### config.mk
export PLATFORM = sky130hd
export DESIGN_NAME = frame_extreme_flat
export DESIGN_NICKNAME = d
export VERILOG_FILES = /design/src/rtl/frame_extreme_pkg.sv /design/src/rtl/frame_extreme_if.sv /design/src/rtl/frame_extreme_cmp_ext.sv /design/src/rtl/frame_extreme.sv /design/src/flat_wrapper.sv
export SDC_FILE = /design/constraint.sdc
export NUM_CORES = 1
export LEC_CHECK = 0
export CORE_MARGIN = 4
export CORE_UTILIZATION = 55
export DETAILED_ROUTE_END_ITERATION = 12
export GPL_TIMING_DRIVEN = 0
export PLACE_DENSITY = 0.92
export SYNTH_ARGS = -nofsm -noshare
export SYNTH_HDL_FRONTEND = slang
export SYNTH_SLANG_ARGS = --single-unit
### constraint.sdc
create_clock -name clk -period 3.3 [get_ports clk]
set_input_delay 0.66 -clock clk [delete_from_list [all_inputs] [get_ports clk]]
set_output_delay 0.66 -clock clk [all_outputs]
set_load 0.02 [all_outputs]
### src/rtl/frame_extreme_pkg.sv
// Shared types and constants for the streaming extremum tracker.
package frame_extreme_pkg;

    // Frame tracker control states.
    typedef enum logic [1:0] {
        IDLE  = 2'd0,
        ACCUM = 2'd1,
        HOLD  = 2'd2
    } state_t;

    // Selects which extremum a frame tracks.
    localparam logic MODE_MAX = 1'b0;
    localparam logic MODE_MIN = 1'b1;

endpackage : frame_extreme_pkg

### src/rtl/frame_extreme_if.sv
// Sample-in / result-out stream bundle for frame_extreme.
interface frame_extreme_if #(
    parameter int unsigned WIDTH     = 8,
    parameter int unsigned FRAME_LEN = 8
);
    localparam int unsigned IDXW = $clog2(FRAME_LEN);
    localparam int unsigned CNTW = $clog2(FRAME_LEN + 1);

    logic             mode;
    logic             in_valid;
    logic             in_ready;
    logic [WIDTH-1:0] in_data;
    logic             in_last;
    logic             out_valid;
    logic             out_ready;
    logic [WIDTH-1:0] out_value;
    logic [IDXW-1:0]  out_index;
    logic [CNTW-1:0]  out_count;

    // Tracker side: consumes samples, produces results.
    modport slave (
        input  mode, in_valid, in_data, in_last, out_ready,
        output in_ready, out_valid, out_value, out_index, out_count
    );

    // Source/consumer side.
    modport master (
        output mode, in_valid, in_data, in_last, out_ready,
        input  in_ready, out_valid, out_value, out_index, out_count
    );

endinterface : frame_extreme_if

### src/rtl/frame_extreme_cmp_ext.sv
// Combinational "a strictly beats b" comparator for max or min tracking.
module cmp_ext
    import frame_extreme_pkg::*;
#(
    parameter int unsigned WIDTH  = 8,
    parameter bit          SIGNED = 1'b1
) (
    input  logic [WIDTH-1:0] a,
    input  logic [WIDTH-1:0] b,
    input  logic             mode,
    output logic             win
);

    logic [WIDTH-1:0] a_key;
    logic [WIDTH-1:0] b_key;

    // Inverting the sign bit maps two's-complement order onto unsigned order,
    // so one magnitude compare serves both SIGNED settings.
    always_comb begin
        a_key = {a[WIDTH-1] ^ SIGNED, a[WIDTH-2:0]};
        b_key = {b[WIDTH-1] ^ SIGNED, b[WIDTH-2:0]};
        if (mode == MODE_MIN) begin
            win = (a_key < b_key);
        end else begin
            win = (a_key > b_key);
        end
    end

endmodule : cmp_ext

### src/rtl/frame_extreme.sv
// Streaming extremum tracker: running max/min, first-occurrence index and
// sample count per frame, with valid/ready on both sides.
module frame_extreme
    import frame_extreme_pkg::*;
#(
    parameter int unsigned WIDTH     = 8,
    parameter int unsigned FRAME_LEN = 8,
    parameter bit          SIGNED    = 1'b1
) (
    input  logic           clk,
    input  logic           rst,
    frame_extreme_if.slave bus
);

    localparam int unsigned IDXW = $clog2(FRAME_LEN);
    localparam int unsigned CNTW = $clog2(FRAME_LEN + 1);
    localparam logic [CNTW-1:0] LEN_C = CNTW'(FRAME_LEN);
    localparam logic [CNTW-1:0] ONE_C = CNTW'(1);

    state_t           state_q;
    logic             mode_q;
    logic [WIDTH-1:0] best_q;
    logic [IDXW-1:0]  best_idx_q;
    logic [CNTW-1:0]  cnt_q;
    logic             in_ready_q;
    logic             out_valid_q;
    logic [WIDTH-1:0] out_value_q;
    logic [IDXW-1:0]  out_index_q;
    logic [CNTW-1:0]  out_count_q;

    logic             accept;
    logic             win;
    logic [CNTW-1:0]  cnt_d;
    logic [WIDTH-1:0] best_d;
    logic [IDXW-1:0]  best_idx_d;
    logic             term_d;

    cmp_ext #(
        .WIDTH  (WIDTH),
        .SIGNED (SIGNED)
    ) u_cmp (
        .a    (bus.in_data),
        .b    (best_q),
        .mode (mode_q),
        .win  (win)
    );

    // Next best/count for an accepted non-first sample; ties keep the incumbent.
    always_comb begin
        accept     = bus.in_valid && in_ready_q;
        cnt_d      = cnt_q + ONE_C;
        best_d     = win ? bus.in_data : best_q;
        best_idx_d = win ? cnt_q[IDXW-1:0] : best_idx_q;
        term_d     = bus.in_last || (cnt_d == LEN_C);
    end

    // Frame FSM with registered handshake and result outputs.
    always_ff @(posedge clk or posedge rst) begin
        if (rst) begin
            state_q     <= IDLE;
            mode_q      <= MODE_MAX;
            best_q      <= '0;
            best_idx_q  <= '0;
            cnt_q       <= '0;
            in_ready_q  <= 1'b1;
            out_valid_q <= 1'b0;
            out_value_q <= '0;
            out_index_q <= '0;
            out_count_q <= '0;
        end else begin
            unique case (state_q)
                IDLE: begin
                    if (accept) begin
                        best_q     <= bus.in_data;
                        best_idx_q <= '0;
                        cnt_q      <= ONE_C;
                        mode_q     <= bus.mode;
                        if (bus.in_last) begin
                            out_value_q <= bus.in_data;
                            out_index_q <= '0;
                            out_count_q <= ONE_C;
                            out_valid_q <= 1'b1;
                            in_ready_q  <= 1'b0;
                            state_q     <= HOLD;
                        end else begin
                            state_q <= ACCUM;
                        end
                    end
                end
                ACCUM: begin
                    if (accept) begin
                        best_q     <= best_d;
                        best_idx_q <= best_idx_d;
                        cnt_q      <= cnt_d;
                        if (term_d) begin
                            out_value_q <= best_d;
                            out_index_q <= best_idx_d;
                            out_count_q <= cnt_d;
                            out_valid_q <= 1'b1;
                            in_ready_q  <= 1'b0;
                            state_q     <= HOLD;
                        end
                    end
                end
                HOLD: begin
                    if (bus.out_ready) begin
                        out_valid_q <= 1'b0;
                        in_ready_q  <= 1'b1;
                        state_q     <= IDLE;
                    end
                end
                default: begin
                    out_valid_q <= 1'b0;
                    in_ready_q  <= 1'b1;
                    state_q     <= IDLE;
                end
            endcase
        end
    end

    assign bus.in_ready  = in_ready_q;
    assign bus.out_valid = out_valid_q;
    assign bus.out_value = out_value_q;
    assign bus.out_index = out_index_q;
    assign bus.out_count = out_count_q;

endmodule : frame_extreme
### src/flat_wrapper.sv
// flat-port wrapper written by rule: the top's interface ports become plain ports
module frame_extreme_flat import frame_extreme_pkg::*;
#(
    parameter int unsigned WIDTH     = 8,
    parameter int unsigned FRAME_LEN = 8,
    parameter bit          SIGNED    = 1'b1
)
  (clk, rst, bus_mode, bus_in_valid, bus_in_data, bus_in_last, bus_out_ready, bus_in_ready, bus_out_valid, bus_out_value, bus_out_index, bus_out_count);
  frame_extreme_if #(.WIDTH(WIDTH), .FRAME_LEN(FRAME_LEN)) bus_i ();
  input  logic clk;
  input  logic rst;
  input wire logic [$bits(bus_i.mode)-1:0] bus_mode;
  input wire logic [$bits(bus_i.in_valid)-1:0] bus_in_valid;
  input wire logic [$bits(bus_i.in_data)-1:0] bus_in_data;
  input wire logic [$bits(bus_i.in_last)-1:0] bus_in_last;
  input wire logic [$bits(bus_i.out_ready)-1:0] bus_out_ready;
  output wire logic [$bits(bus_i.in_ready)-1:0] bus_in_ready;
  output wire logic [$bits(bus_i.out_valid)-1:0] bus_out_valid;
  output wire logic [$bits(bus_i.out_value)-1:0] bus_out_value;
  output wire logic [$bits(bus_i.out_index)-1:0] bus_out_index;
  output wire logic [$bits(bus_i.out_count)-1:0] bus_out_count;
  assign bus_i.mode = bus_mode;
  assign bus_i.in_valid = bus_in_valid;
  assign bus_i.in_data = bus_in_data;
  assign bus_i.in_last = bus_in_last;
  assign bus_i.out_ready = bus_out_ready;
  assign bus_in_ready = bus_i.in_ready;
  assign bus_out_valid = bus_i.out_valid;
  assign bus_out_value = bus_i.out_value;
  assign bus_out_index = bus_i.out_index;
  assign bus_out_count = bus_i.out_count;
  frame_extreme #(.WIDTH(WIDTH), .FRAME_LEN(FRAME_LEN), .SIGNED(SIGNED)) u_core (.clk(clk), .rst(rst), .bus(bus_i));
endmodule
# [Yosys cells after proc, flatten, opt, wreduce, memory -nomap -nowiden]
# Index checks and enable logic that the tools add are counted.
[op_classes] n_addsub=1 multipliers=0 div_mod_pow=0 order_cmp=2 n_eq_ne=8 n_shift=0 n_mux=45 bitwise=2 reduce_logical=9
[op_table] op="8-bit two-way mux" count=7
[op_table] op="8-bit case mux with 2 select lines" count=2
[op_table] op="4-bit two-way mux" count=6
[op_table] op="3-bit two-way mux" count=7
[op_table] op="4-bit case mux with 2 select lines" count=2
[op_table] op="3-bit case mux with 2 select lines" count=2
[op_table] op="1-bit two-way mux" count=11
[op_table] op="2-bit two-way mux" count=5
[op_table] op="5-bit AND reduction" count=2
[op_table] op="8-bit > comparator" count=1
[op_table] op="8-bit less-than comparator" count=1
[op_table] op="2-bit by 1-bit inequality test with 1-bit output (second input constant)" count=3
[op_table] op="1-bit case mux with 3 select lines" count=2
[op_table] op="2-bit case mux with 3 select lines" count=1
[op_table] op="4-bit by 1-bit adder with 4-bit output (second input constant)" count=1
[op_table] op="4-bit == test (second input constant)" count=1
[op_table] op="2-bit inequality test (second input constant)" count=2
[op_table] op="4-bit AND reduction" count=1
[op_table] op="3-bit AND reduction" count=1
[op_table] op="2-bit by 1-bit == test with 1-bit output (second input constant)" count=1
[op_table] op="2-bit == test (second input constant)" count=1
[op_table] op="2-bit logical NOT" count=1
[op_table] op="1-bit inverter" count=2
[op_table] op="2-bit AND reduction" count=1
[op_table] op="3 further kinds" count=3
[totals] register_bits=35 latch_bits=0 ram_bits=0 rom_bits=0 inputBits=14 wordCells=77 n_memories=0

# [Depth between registers and ports, before layout]
# Gate-level depths: netlist of the first run.
[logic_depth] word_depth=7 mapped_depth=9

# [By module]
# From an unflattened synthesis of the first run, not the netlist that was laid out.
[hier_totals] cells_unflattened=153 hier_area_um2=1800.5
[by_module_without_submodules] module="frame_extreme" instances=1 cells_each=124 area_each_um2=1591.5 seq_area_each_um2=877.1
[by_module_without_submodules] module="cmp_ext" instances=1 cells_each=29 area_each_um2=209.0 seq_area_each_um2=0.0

# [Worst setup path after synthesis of the first run]
# No wires, ideal clock.
[synth_timing] path_kind="input to register" startpoint="in bus_in_data[7]" endpoint="reg u_core.best_q[0]" setup_time_ps=125 arrival_time_ps=2354 setup_slack_ps=821 path_stages=9 n_path_buf=1 cell_sequence="inv_1 ha_1 a21oi_1 o21a_1 nor3_1 a311oi_2 a21o_1 buf_6 mux2_4"
[synth_via] elab_chain_len=6 word_cells_on_any_way=7 cone_classes="order compare (2); mux (4); bitwise (1)"
[synth_rtl] element="start, declared" line_no="flat_wrapper.sv:14" text="input wire logic [$bits(bus_i.in_data)-1:0] bus_in_data;"
[synth_rtl] element="1-bit inverter (no line) *"
[synth_rtl] element="8-bit > comparator / 8-bit less-than comparator (equally long branches)" line_no="frame_extreme_cmp_ext.sv:25, frame_extreme_cmp_ext.sv:23"
[synth_rtl] element="1-bit two-way mux *" line_no="frame_extreme_cmp_ext.sv:22" text="if (mode == MODE_MIN) begin"
[synth_rtl] element="8-bit two-way mux *" line_no="frame_extreme.sv:52" text="best_d = win ? bus.in_data : best_q;"
[synth_rtl] element="8-bit two-way mux *" line_no="frame_extreme.sv:91" text="if (accept) begin"
[synth_rtl] element="8-bit case mux with 2 select lines *" line_no="frame_extreme.sv:71" text="unique case (state_q)"
[synth_rtl] element="end signal, assigned" line_no="frame_extreme.sv:74" text="best_q <= bus.in_data;"
[synth_rtl] element="end signal, assigned" line_no="frame_extreme.sv:92" text="best_q <= best_d;"
[synth_rtl] element="end, declared" line_no="frame_extreme.sv:22" text="logic [WIDTH-1:0] best_q;"
# Every way passes the cells marked *; elsewhere a longest branch is shown, timed or not. The select of a mux whose other input is x is not followed.
# A chain may end at the register's enable or synchronous reset.

# [Worst setup path in the final report of the first run]
[layout_timing] startpoint="in bus_in_data[7]" endpoint="reg u_core.best_q[2]"
# The elaborated chain is that of the path after synthesis.

==> results.md, run 1 <==
- DRC viols: 0
- Compound-Gate Fraction of Synth Area: 17.9%
- Setup bufs post-CTS: 0
- Crit end category: register
- Req. time, crit path: 3.53 ns
- Status: completed
- Filler instances: 237
- First-pass GRT wire length: 7130 µm
- Core Area: 0.00310 mm²
- Flops & latches, synth: 35
- Yosys warns: 0
- Leakage Power: 1.02 nW
- Routed met1 length: 1840 µm
- CTS buffer count: 5
- I/O pin count: 31
- Clk pwr share: 32.2%
- Site Rows: 20
- Max Freq: 0.342 GHz
- Largest family of logic cells by synthesized area: compound AO/OA/AOI/OAI gates
- Max Buffers Root-to-Sink: 2
- Area leader, netlist: dfrtp_1
- CTS tree: done
- Maximum net fanout on the critical path: 10
- Max Cap Violations: 0
- Async set-reset flop share out of synthesis: 100%
- Number of distinct library cells after synthesis: 41
- Fin. Hold Viols: 0
- Synth Area per Inst: 9.84 µm²
- Slew Limit Fails: 0
- Internal: 534 µW
- Syn Inst Count: 185
- Synth Area in XOR/XNOR: 0.481%
- Port buffer count: 30
- Power per cell area: 322 mW/mm²
- Clk Latency, worst-skew pair: 0.35 ns
- Max_slew headroom: 52.8%
- Skew final: 0.0126 ns
- HP Class: reg2reg
- Critical path type: in2reg
- Post-synth EDFFs: 0
- Post-synthesis adder-cell area fraction: 6.19%
- Wire per inst: 15.6 µm
- Via count: 1,533
- Top FF cell, synth: dfrtp_1
- Peak VDD IR: 0.223 mV
- Switching Power: 183 µW
- Post-Syn Area: 0.00182 mm²
- Comb pwr share: 8.1%
- Post-CTS sizing: 0
- Sw frac: 25.6%
- Hpwl dp: 2950 µm
- DR WL met2: 2040 µm
- Total Neg Setup Slack: 0 ns
- CP arrival: 3.16 ns
- Uppermost layer routed: met4
- Slew @ Worst Pin: 0.707 ns
- Clock sink total: 35
- GPL Wtd Cong: 0.869
- Mapped Nets: 208
- Share of the yosys chip area belonging to registers: 48.2%
- Worst-path clk slew: 0.11 ns
- Area grow syn2layout: 22.4%
- Final setup viols: 0
- Crit start category: input port
- Htree depth: 2
- Synth top area share: 46.7%
- Die W: 65.5 µm
- Die area: 0.00429 mm²
- Vias in the first global route: 1,521
- Period minus WS final: 2.93 ns
- Die H: 65.5 µm
- DRT Pass-1 Iters: 4
- WL met3: 229 µm
- Starting DRT DRC Count: 53
- Total Power: 718 µW
- Vias per Instance: 5.74
- Total GRT Usage: 22.1%
- Sequential Power Share: 59.7%
- WL final: 4170 µm
- Initial Util: 58.7%
- Largest net degree at the start of global routing: 36
- Simple-gate share of the synthesized area: 13.3%
- N_diodes: 0
- CTS Hold Buffers Added: 0
- Layout cell share with drive strength beyond 1: 11.2%
- Period utilisation layout: 88.7%
- Remaining Overflow, GRT: 0
- RSZ-0062 raised after global routing: false
- Root Driver: clkbuf_4
- Cell with the most instances after synthesis: dfrtp_1
- Antenna violations before repair: 0
- Mux cell area share after synthesis: 9.21%
- Top area cells in the synthesized netlist: dfrtp_1, ha_1, mux2_4
- Post-detailed-route count of antenna-violating nets: 0
- Top cells by count, synth: dfrtp_1, nand2_1, o21ai_0
- NumNets Final: 245
## through the flow
step / cells / hold slack, ns / util [%] / setup slack, ns / instance area [µm²]
finish: 267 / 0.477 / 71.8 / 0.372 / 2230
global route: 267 / 0.495 / 71.8 / 0.268 / 2230
CTS: 267 / 0.479 / 71.8 / 0.397 / 2230
detailed placement: 259 / 0.462 / 70.1 / 0.0357 / 2180
global placement: 259 / 0.450 / 70.1 / 0.136 / 2180
floorplan: 185 / 0.459 / - / 0.821 / 1820
## routing by layer
metal	vias up	global-route usage (%)
met5	-	0
met4	0	10.1
met3	5	4.44
met2	55	35.0
met1	744	29.1
li1	729	-
## placed cells by master (no fill, tap or decap), types with 2 or more instances in the layout
| master | synthesis | layout |
|---|---|---|
| a22o_1 | 2 | 2 |
| o21ai_0 | 20 | 20 |
| a21o_1 | 2 | 2 |
| and2_1 | 2 | 2 |
| nand2_1 | 20 | 20 |
| mux2_4 | 7 | 7 |
| a31oi_1 | 8 | 8 |
| clkdlybuf4s50_1 | 0 | 30 |
| nand3_1 | 2 | 2 |
| nor3_1 | 3 | 3 |
| clkbuf_4 | 0 | 5 |
| clkinv_2 | 0 | 3 |
| ha_1 | 9 | 9 |
| mux2i_1 | 4 | 4 |
| nor2_1 | 16 | 16 |
| dfrtp_1 | 34 | 34 |
| clkbuf_1 | 7 | 7 |
| inv_1 | 10 | 9 |
| a21oi_1 | 13 | 13 |
| mux2_2 | 2 | 2 |
## power by group through the flow
stage	Clock, mW	Combinational [mW]	Sequential, mW
5_1_grt	0.254	0.0659	0.429
6_report	0.231	0.0581	0.429
2_1_floorplan	0	0.0309	0.437
3_3_place_gp	0	0.0564	0.437
4_1_cts	0.233	0.0580	0.429
3_5_place_dp	0	0.0578	0.437
## final timing paths
| check | start | cells after the start | end | slack [ns] |
|---|---|---|---|---|
| hold / removal | u_core.bus.in_ready | 2 | u_core.bus.in_ready | 0.48 |
| hold reg to reg | u_core.bus.in_ready | 2 | u_core.bus.in_ready | 0.48 |
| setup reg to reg | u_core.best_q[7] | 8 | u_core.best_q[2] | 0.81 |
| min in group asynchronous | rst | 2 | u_core.state_q[1] | 0.74 |
| max in group asynchronous | rst | 2 | u_core.bus.out_value[2] | 2.11 |
| setup / recovery | bus_in_data[7] | 10 | u_core.best_q[2] | 0.37 |
## cell families after synthesis
logic type,after synthesis
AOI/OAI and AO/OA,54
adders and majority gates,9
and+or+nand+nor,53
buffers and inverters,20
xor gates and xnor gates,1
muxes,13
DFF,35
## worst max-delay path: stages
cell             delay [ns]
clkdlybuf4s50_1        0.51
inv_1                  0.06
ha_1                   0.31
nand4_1                0.17
and2b_1                0.23
nor3_1                 0.06
a311oi_2               0.42
a21o_1                 0.24
buf_6                  0.19
mux2_4                 0.31
## sequential cells by signal (all words and copies together), names as in the netlist
| name | flops |
|---|---|
| u_core.best_idx_q | 3 |
| u_core.best_q | 8 |
| u_core.bus.in_ready | 1 |
| u_core.bus.out_count | 4 |
| u_core.bus.out_index | 3 |
| u_core.bus.out_valid | 1 |
| u_core.bus.out_value | 8 |
| u_core.cnt_q | 4 |
| u_core.mode_q | 1 |
| u_core.state_q | 2 |
## final cells by class
type                    count  area, µm²  share of cell area, %
inverters                  10       37.5                   1.68
multi-input cells         130        856                   38.4
flip-flops and latches     35        877                   39.4
clock buffers               5       37.5                   1.68
plain buffers              10       50.0                   2.25
clock inverters             3       15.0                  0.674
repair buffers             30        300                   13.5
well taps                  44       55.1                   2.47
Power figures use the tool's default switching activity.
==> run 2, diff against run 1 <==
--- a/config.mk
+++ b/config.mk
@@ -9,7 +9,8 @@
 export CORE_UTILIZATION = 55
 export DETAILED_ROUTE_END_ITERATION = 12
 export GPL_TIMING_DRIVEN = 0
-export PLACE_DENSITY = 0.92
+export PLACE_DENSITY = 0.93
 export SYNTH_ARGS = -nofsm -noshare
 export SYNTH_HDL_FRONTEND = slang
+export SYNTH_HIERARCHICAL = 1
 export SYNTH_SLANG_ARGS = --single-unit
==> run 2 against run 1 <==
Against the previous run:
- sequential share of layout area up 0.067 points
- first-iteration DRC count up 1.9%
- critical endpoint is now u_core/bus.out_value[3]
- largest power group is now combinational logic
- fmax down 5.8%
- sequential cell count unchanged
- critical path type unchanged
- wire length down 16%
- non-clock buffer count down 5
- design area down 0.17%
- clock power up 14%
==> results.md, run 2 <==
- Top area cells in the synthesized netlist: dfrtp_1, mux2_2, ha_1
- Largest net degree at the start of global routing: 36 (unchanged)
- Share of the yosys chip area belonging to registers: 48.7% (+0.54 points)
- CTS tree: done
- Syn Inst Count: 153 (-17%)
- Async set-reset flop share out of synthesis: 100% (unchanged)
- Slowest stage delay, CP: 0.45 ns (-0.06 ns)
- Hold path cells: 2 (unchanged)
- Die area: 0.00425 mm² (-0.96%)
- Clk pwr share: 12.5% (-20 points)
- Crit end category: register
- Slew @ Worst Pin: 0.714 ns (+0.00689 ns)
- Clock sink total: 35 (unchanged)
- R2R depth: 11 (+3)
- Leakage Power: 0.992 nW (-3.1%)
- Reg-to-reg endpoint: u_core/bus.out_value[3]
- Maximum net fanout on the critical path: 9 (-1)
- Yosys warns: 6 (+6)
- CP top delay family: buffers and inverters
- Post-detailed-route count of antenna-violating nets: 0 (unchanged)
- Peak VDD IR: 0.541 mV (+140%)
- Worst flop-to-flop path startpoint: u_core/best_q[1]
- Worst hold margin: 0.487 ns (+0.00980 ns)
- Period minus WS final: 3.11 ns (+0.181 ns)
- CTS buffer count: 5 (unchanged)
- Fin. Hold Viols: 0 (unchanged)
- Place WS: -0.140 ns (-0.175 ns)
- Power per cell area: 944 mW/mm² (+190%)
- Htree depth: 2 (unchanged)
- Vias per Instance: 5.41 (-5.8%)
- Commonest non-fill, non-tap cell in the layout: dfrtp_1
- Number of distinct library cells after synthesis: 38 (-7.3%)
- N_diodes: 0 (unchanged)
- Area grow syn2layout: 23.6%
- Mapped Nets: 176 (-15%)
- Period utilisation layout: 94.2% (+5.5 points)
- Layout cell share with drive strength beyond 1: 23.0% (+12 points)
- Max Freq: 0.322 GHz (-5.8%)
- HP Class: reg2reg
- Total GRT Usage: 18.6% (-3.5 points)
- DRT Pass-1 Iters: 4 (unchanged)
- Sequential Power Share: 36.3% (-23 points)
- Reg-to-reg setup timing slack: 0.60 ns (-0.21 ns)
- Starting DRT DRC Count: 54 (+1.9%)
- Setup bufs post-CTS: 0 (unchanged)
- Worst-path clk slew: 0.10 ns (about the same)
- Flops & latches, synth: 35 (unchanged)
- WL final: 3490 µm (-16%)
- Max Buffers Root-to-Sink: 2 (unchanged)
- Via count: 1,271 (-17%)
- Cell with the most instances after synthesis: dfrtp_1
- CTS Hold Buffers Added: 0 (unchanged)
- Die W: 65.2 µm (-0.48%)
- Req. time, crit path: 3.53 ns (about the same)
- Hpwl dp: 2590 µm (-12%)
- Top FF cell, synth: dfrtp_1
- Slew Limit Fails: 0 (unchanged)
- CP arrival: 3.34 ns (+0.18 ns)
- Root Driver: clkbuf_4
- Critical Path, Cell by Cell: clkdlybuf4s50_1 > ha_1 > nor2b_1 > o211ai_1 > a21oi_2 > o22ai_1 > o22ai_1 > clkbuf_1 > nor2_4 > mux2_2 > mux2_2
- Final Cell Area: 0.00222 mm² (-0.17%)
- Synth top area share: 47.3% (+0.52 points)
- Routed met1 length: 1550 µm (-16%)
- CP bufs+invs: 2 (-1)
- Post-CTS sizing: 0 (unchanged)
- Status: completed
- Post-synth EDFFs: 0 (unchanged)
- Sw frac: 38.9% (+13 points)
- Synth Area per Inst: 11.8 µm² (+20%)
- Critical path type: in2reg
- Commonest cells after routing, fill and taps aside: dfrtp_1, clkdlybuf4s50_1, mux2_2
- Vias in the first global route: 1,335 (-12%)
- Hold path startpoint: u_core/bus.in_ready
- Uppermost layer routed: met4
- Max Cap Violations: 0 (unchanged)
- RSZ-0062 raised after global routing: false
- Wire per inst: 14.9 µm (-4.9%)
- Final setup viols: 0 (unchanged)
- Port buffer count: 30 (unchanged)
- Area leader, netlist: dfrtp_1
- DR WL met2: 1750 µm (-14%)
- Top cells by count, synth: dfrtp_1, mux2_2, inv_1
- Core Area: 0.00310 mm² (unchanged)
- Initial Util: 58.0% (-0.65 points)
- PnR worst setup slack: 0.191 ns (-0.181 ns)
- Internal: 1.28 mW (+140%)
- Skew final: 0.0106 ns (-0.00201 ns)
- Crit-path slowest cell: clkdlybuf4s50_1
- Antenna violations before repair: 0 (unchanged)
- DRC viols: 0 (unchanged)
- Dpl cell area: 0.00216 mm² (-0.92%)
- Remaining Overflow, GRT: 0 (unchanged)
- Post-Syn Area: 0.00180 mm² (-1.1%)
- Site Rows: 20 (unchanged)
- Clk Latency, worst-skew pair: 0.34 ns (about the same)
- Crit start category: input port
- Filler instances: 237 (unchanged)
- Die H: 65.2 µm (-0.48%)
- NumNets Final: 213 (-13%)
- Switching Power: 816 µW (+340%)
- WL met3: 154 µm (-33%)
- I/O pin count: 31 (unchanged)
- Max_slew headroom: 52.4% (-0.46 points)
- First-pass GRT wire length: 6000 µm (-16%)
- GPL Wtd Cong: 0.811 (-6.6%)
- Hold Path Sink: u_core/bus.in_ready
- Comb pwr share: 51.2% (+43 points)
[run 2: cell types whose count changed in the layout (fill, tap and decap cells not counted), moves of 3 or more]
cell      change
inv_1         +7
o22ai_1       +7
clkinv_2      -3
clkbuf_1      -4
a21oi_1       -8
nand2_1      -14
mux2_2       +24
a31oi_1       -8
o21ai_0      -17
a32o_1        +3
mux2_4        -7
nor2_1        -9
[run 2: logic make-up (layout without fill, tap and decap cells)]
logic type / Yosys count / after routing / synth area share [%]
xor+xnor: 3 / 3 / 1.46
simple gates: 25 / 25 / 8.13
mux: 29 / 29 / 17.9
buf+inv: 22 / 60 / 5.28
fa+ha+maj: 9 / 9 / 6.25
compound gates: 30 / 30 / 12.2
flops: 35 / 35 / 48.7
[run 2: cell type report]
type / count / area, µm² / share of cell area, %
flip-flops and latches: 35 / 877 / 39.4
repair buffers: 30 / 300 / 13.5
plain buffers: 5 / 31.3 / 1.41
multi-input cells: 96 / 828 / 37.2
well taps: 44 / 55.1 / 2.47
clock buffers: 8 / 68.8 / 3.09
inverters: 17 / 63.8 / 2.87
[run 2: how the worst max path moves through the flow]
| stage | depth (start not counted) | startpoint | end | slack [ns] |
|---|---|---|---|---|
| global placement | 11 | bus_in_data[7] | u_core/bus.out_value[2] | -0.09 |
| detailed placement | 11 | bus_in_data[1] | u_core/bus.out_value[4] | -0.14 |
| finish | 11 | bus_in_data[1] | u_core/bus.out_value[3] | 0.19 |
| CTS | 11 | bus_in_data[1] | u_core/bus.out_value[3] | 0.22 |
| global route | 11 | bus_in_data[7] | u_core/bus.out_value[1] | 0.09 |
| floorplan | 10 | bus_in_data[1] | u_core/bus.out_value[0] | 0.60 |
[run 2: per-stage QoR]
stage	utilization [%]	TNS, ns	cells	total power, mW
global placement	69.5	-1.11	227	1.79
CTS	71.7	0	235	2.11
finish	71.7	0	235	2.10
detailed placement	69.5	-1.88	227	1.84
global route	71.7	0	235	2.25
floorplan	-	0	153	1.48
[run 2: metal layers]
layer	track usage [%]	vias up
met4	7.77	0
met1	21.6	617
met2	32.6	29
met3	4.62	4
met5	0	-
li1	-	621
[run 2: power groups by stage]
| stage | Combinational (mW) | Clock, mW | Sequential (mW) |
|---|---|---|---|
| finish | 1.07 | 0.263 | 0.762 |
| global route | 1.17 | 0.290 | 0.793 |
| CTS | 1.08 | 0.272 | 0.761 |
| detailed placement | 1.07 | 0 | 0.771 |
| global placement | 1.04 | 0 | 0.749 |
| floorplan | 0.621 | 0 | 0.858 |
[run 2: worst reg2reg max path: stages, from the launching register on]
cell and delay (ns):
dfrtp_1 0.36, inv_1 0.05, ha_1 0.28, nor2b_1 0.14
o211ai_1 0.20, a21oi_2 0.09, o22ai_1 0.12, o22ai_1 0.09
clkbuf_1 0.29, nor2_4 0.34, mux2_2 0.38, mux2_2 0.26
==> run 3, diff against run 2 <==
--- a/config.mk
+++ b/config.mk
@@ -6,10 +6,10 @@
 export NUM_CORES = 1
 export LEC_CHECK = 0
 export CORE_MARGIN = 4
-export CORE_UTILIZATION = 55
+export CORE_UTILIZATION = 40
 export DETAILED_ROUTE_END_ITERATION = 12
 export GPL_TIMING_DRIVEN = 0
-export PLACE_DENSITY = 0.93
+export PLACE_DENSITY = 0.73
 export SYNTH_ARGS = -nofsm -noshare
 export SYNTH_HDL_FRONTEND = slang
 export SYNTH_HIERARCHICAL = 1
==> run 3 against run 2 <==
Against the previous run:
- register-to-register slack better by 0.13 ns
- design area rose by 1.0%
- largest cell class unchanged
- cell count increased by 3.4%
- combinational power about the same
- setup slack improved by 0.049 ns
- sequential cell count unchanged
- sequential power is 0.8% lower
- critical path type unchanged
- wire length shrank 5.2%
==> results.md, run 3 (synthesis gave the netlist of run 2 again) <==
- Slew @ Worst Pin: 0.718 ns (+0.00407 ns)
- Commonest cells after routing, fill and taps aside: dfrtp_1, clkdlybuf4s50_1, mux2_2
- Worst hold margin: 0.478 ns (-0.00919 ns)
- Maximum net fanout on the critical path: 9 (unchanged)
- DRT Pass-1 Iters: 4 (unchanged)
- Total Power: 2.11 mW (+0.29%)
- Final core utilization: 51.6% (-20 points)
- Max_slew headroom: 52.1% (-0.27 points)
- Final setup viols: 0 (unchanged)
- Reg-to-reg setup timing slack: 0.73 ns (+0.13 ns)
- Die area: 0.00564 mm² (+33%)
- DR WL met2: 1490 µm (-15%)
- Vias per Instance: 5.11 (-5.6%)
- Critical path type: in2reg
- Period minus WS final: 3.06 ns (-0.0492 ns)
- Post-route insts no fill: 243 (+3.4%)
- Remaining Overflow, GRT: 0 (unchanged)
- RSZ-0062 raised after global routing: false
- Period utilisation layout: 92.7% (-1.5 points)
- Post-CTS sizing: 0 (unchanged)
- Htree depth: 2 (unchanged)
- Hold path startpoint: u_core/bus.in_ready
- Core Area: 0.00435 mm² (+40%)
- I/O pin count: 31 (unchanged)
- Max Buffers Root-to-Sink: 2 (unchanged)
- Status: completed
- Layout cell share with drive strength beyond 1: 22.5% (-0.52 points)
- Setup bufs post-CTS: 0 (unchanged)
- Max Freq: 0.327 GHz (+1.6%)
- Antenna violations before repair: 0 (unchanged)
- Clk Latency, worst-skew pair: 0.28 ns (-0.06 ns)
- CTS Hold Buffers Added: 0 (unchanged)
- Vias in the first global route: 1,225 (-8.2%)
- Wire per inst: 13.6 µm (-8.4%)
- Commonest non-fill, non-tap cell in the layout: dfrtp_1
- Routed met1 length: 1590 µm (+2.9%)
- DRC viols: 0 (unchanged)
- NumNets Final: 213 (unchanged)
- Site Rows: 24 (+20%)
- First-pass GRT wire length: 5460 µm (-8.9%)
- Largest net degree at the start of global routing: 36 (unchanged)
- Root Driver: clkbuf_8
- Port buffer count: 30 (unchanged)
- Via count: 1,241 (-2.4%)
- Placed insts: 235 (+3.5%)
- Starting DRT DRC Count: 60 (+11%)
- Crit path from: bus_in_data[7]
- Max Cap Violations: 0 (unchanged)
- Total GRT Usage: 13.0% (-5.6 points)
- Worst flop-to-flop path startpoint: u_core/best_q[1]
- Leakage Power: 0.995 nW (+0.37%)
- Uppermost layer routed: met4
- Power per cell area: 937 mW/mm² (-0.72%)
- Die H: 75.1 µm (+15%)
- Skew final: 0.0105 ns (-0.0000367 ns)
- Post-detailed-route count of antenna-violating nets: 0 (unchanged)
- Crit end category: register
- Req. time, crit path: 3.46 ns (-0.07 ns)
- CP arrival: 3.22 ns (-0.12 ns)
- Initial Util: 41.4% (-17 points)
- CTS tree: done
- HP Class: reg2reg
- Clock sink total: 35 (unchanged)
- Area grow syn2layout: 24.8%
- CTS buffer count: 5 (unchanged)
- Crit start category: input port
- Slew Limit Fails: 0 (unchanged)
- Die W: 75.1 µm (+15%)
- Peak VDD IR: 0.554 mV (+2.3%)
- Hpwl dp: 2320 µm (-10%)
- WL met3: 175 µm (+14%)
- GPL Wtd Cong: 0.802 (-1.1%)
- Total Neg Setup Slack: 0 ns (unchanged)
- Fin. Hold Viols: 0 (unchanged)
- Worst-path clk slew: 0.06 ns (-0.04 ns)
- N_diodes: 0 (unchanged)
- WL final: 3310 µm (-5.2%)
run 3: cell types whose count changed in the layout (fill, tap and decap cells not counted):
cell	change
clkbuf_2	+1
clkbuf_4	-5
clkbuf_8	+3
clkbuf_1	+1
run 3: cell type report:
| class | count | area, µm² |
|---|---|---|
| inverter | 17 | 63.8 |
| timing repair buffer | 30 | 300 |
| buffer | 5 | 32.5 |
| tap | 52 | 65.1 |
| multi-input combinational | 96 | 828 |
| fill | 411 | 2110 |
| sequential | 35 | 877 |
| clock buffer | 8 | 80.1 |
run 3: final timing paths:
kind	end	cells after the start
max	u_core/bus.out_value[7]	11
min	u_core/bus.in_ready	2
max reg2reg	u_core/bus.out_value[7]	11
min reg2reg	u_core/bus.in_ready	2
max in group asynchronous	u_core/best_q[0]	2
min in group asynchronous	u_core/best_q[4]	2
run 3: critical path, cell delays in order:
cell	delay [ns]
clkdlybuf4s50_1	0.50
inv_1	0.05
ha_1	0.32
a21oi_1	0.19
o21ai_0	0.11
o22ai_1	0.13
o22ai_1	0.10
clkbuf_2	0.23
nor2_4	0.28
mux2_2	0.38
mux2_2	0.26
run 3: power by group:
part	internal [mW]	switching (mW)
registers	0.621	0.135
clock network	0.150	0.140
logic	0.540	0.520
run 3: metal layers:
layer | vias up | GRT usage (%)
li1 | 619 | -
met1 | 582 | 16.2
met2 | 34 | 20.5
met3 | 6 | 4.01
met4 | 0 | 5.93
met5 | - | 0
run 3: through the flow:
stage          cell area, µm²  setup slack [ns]
2_1_floorplan            1800             0.603
3_3_place_gp             2170            -0.125
3_5_place_dp             2170            -0.164
4_1_cts                  2250             0.121
5_1_grt                  2250            0.0714
6_report                 2250             0.241
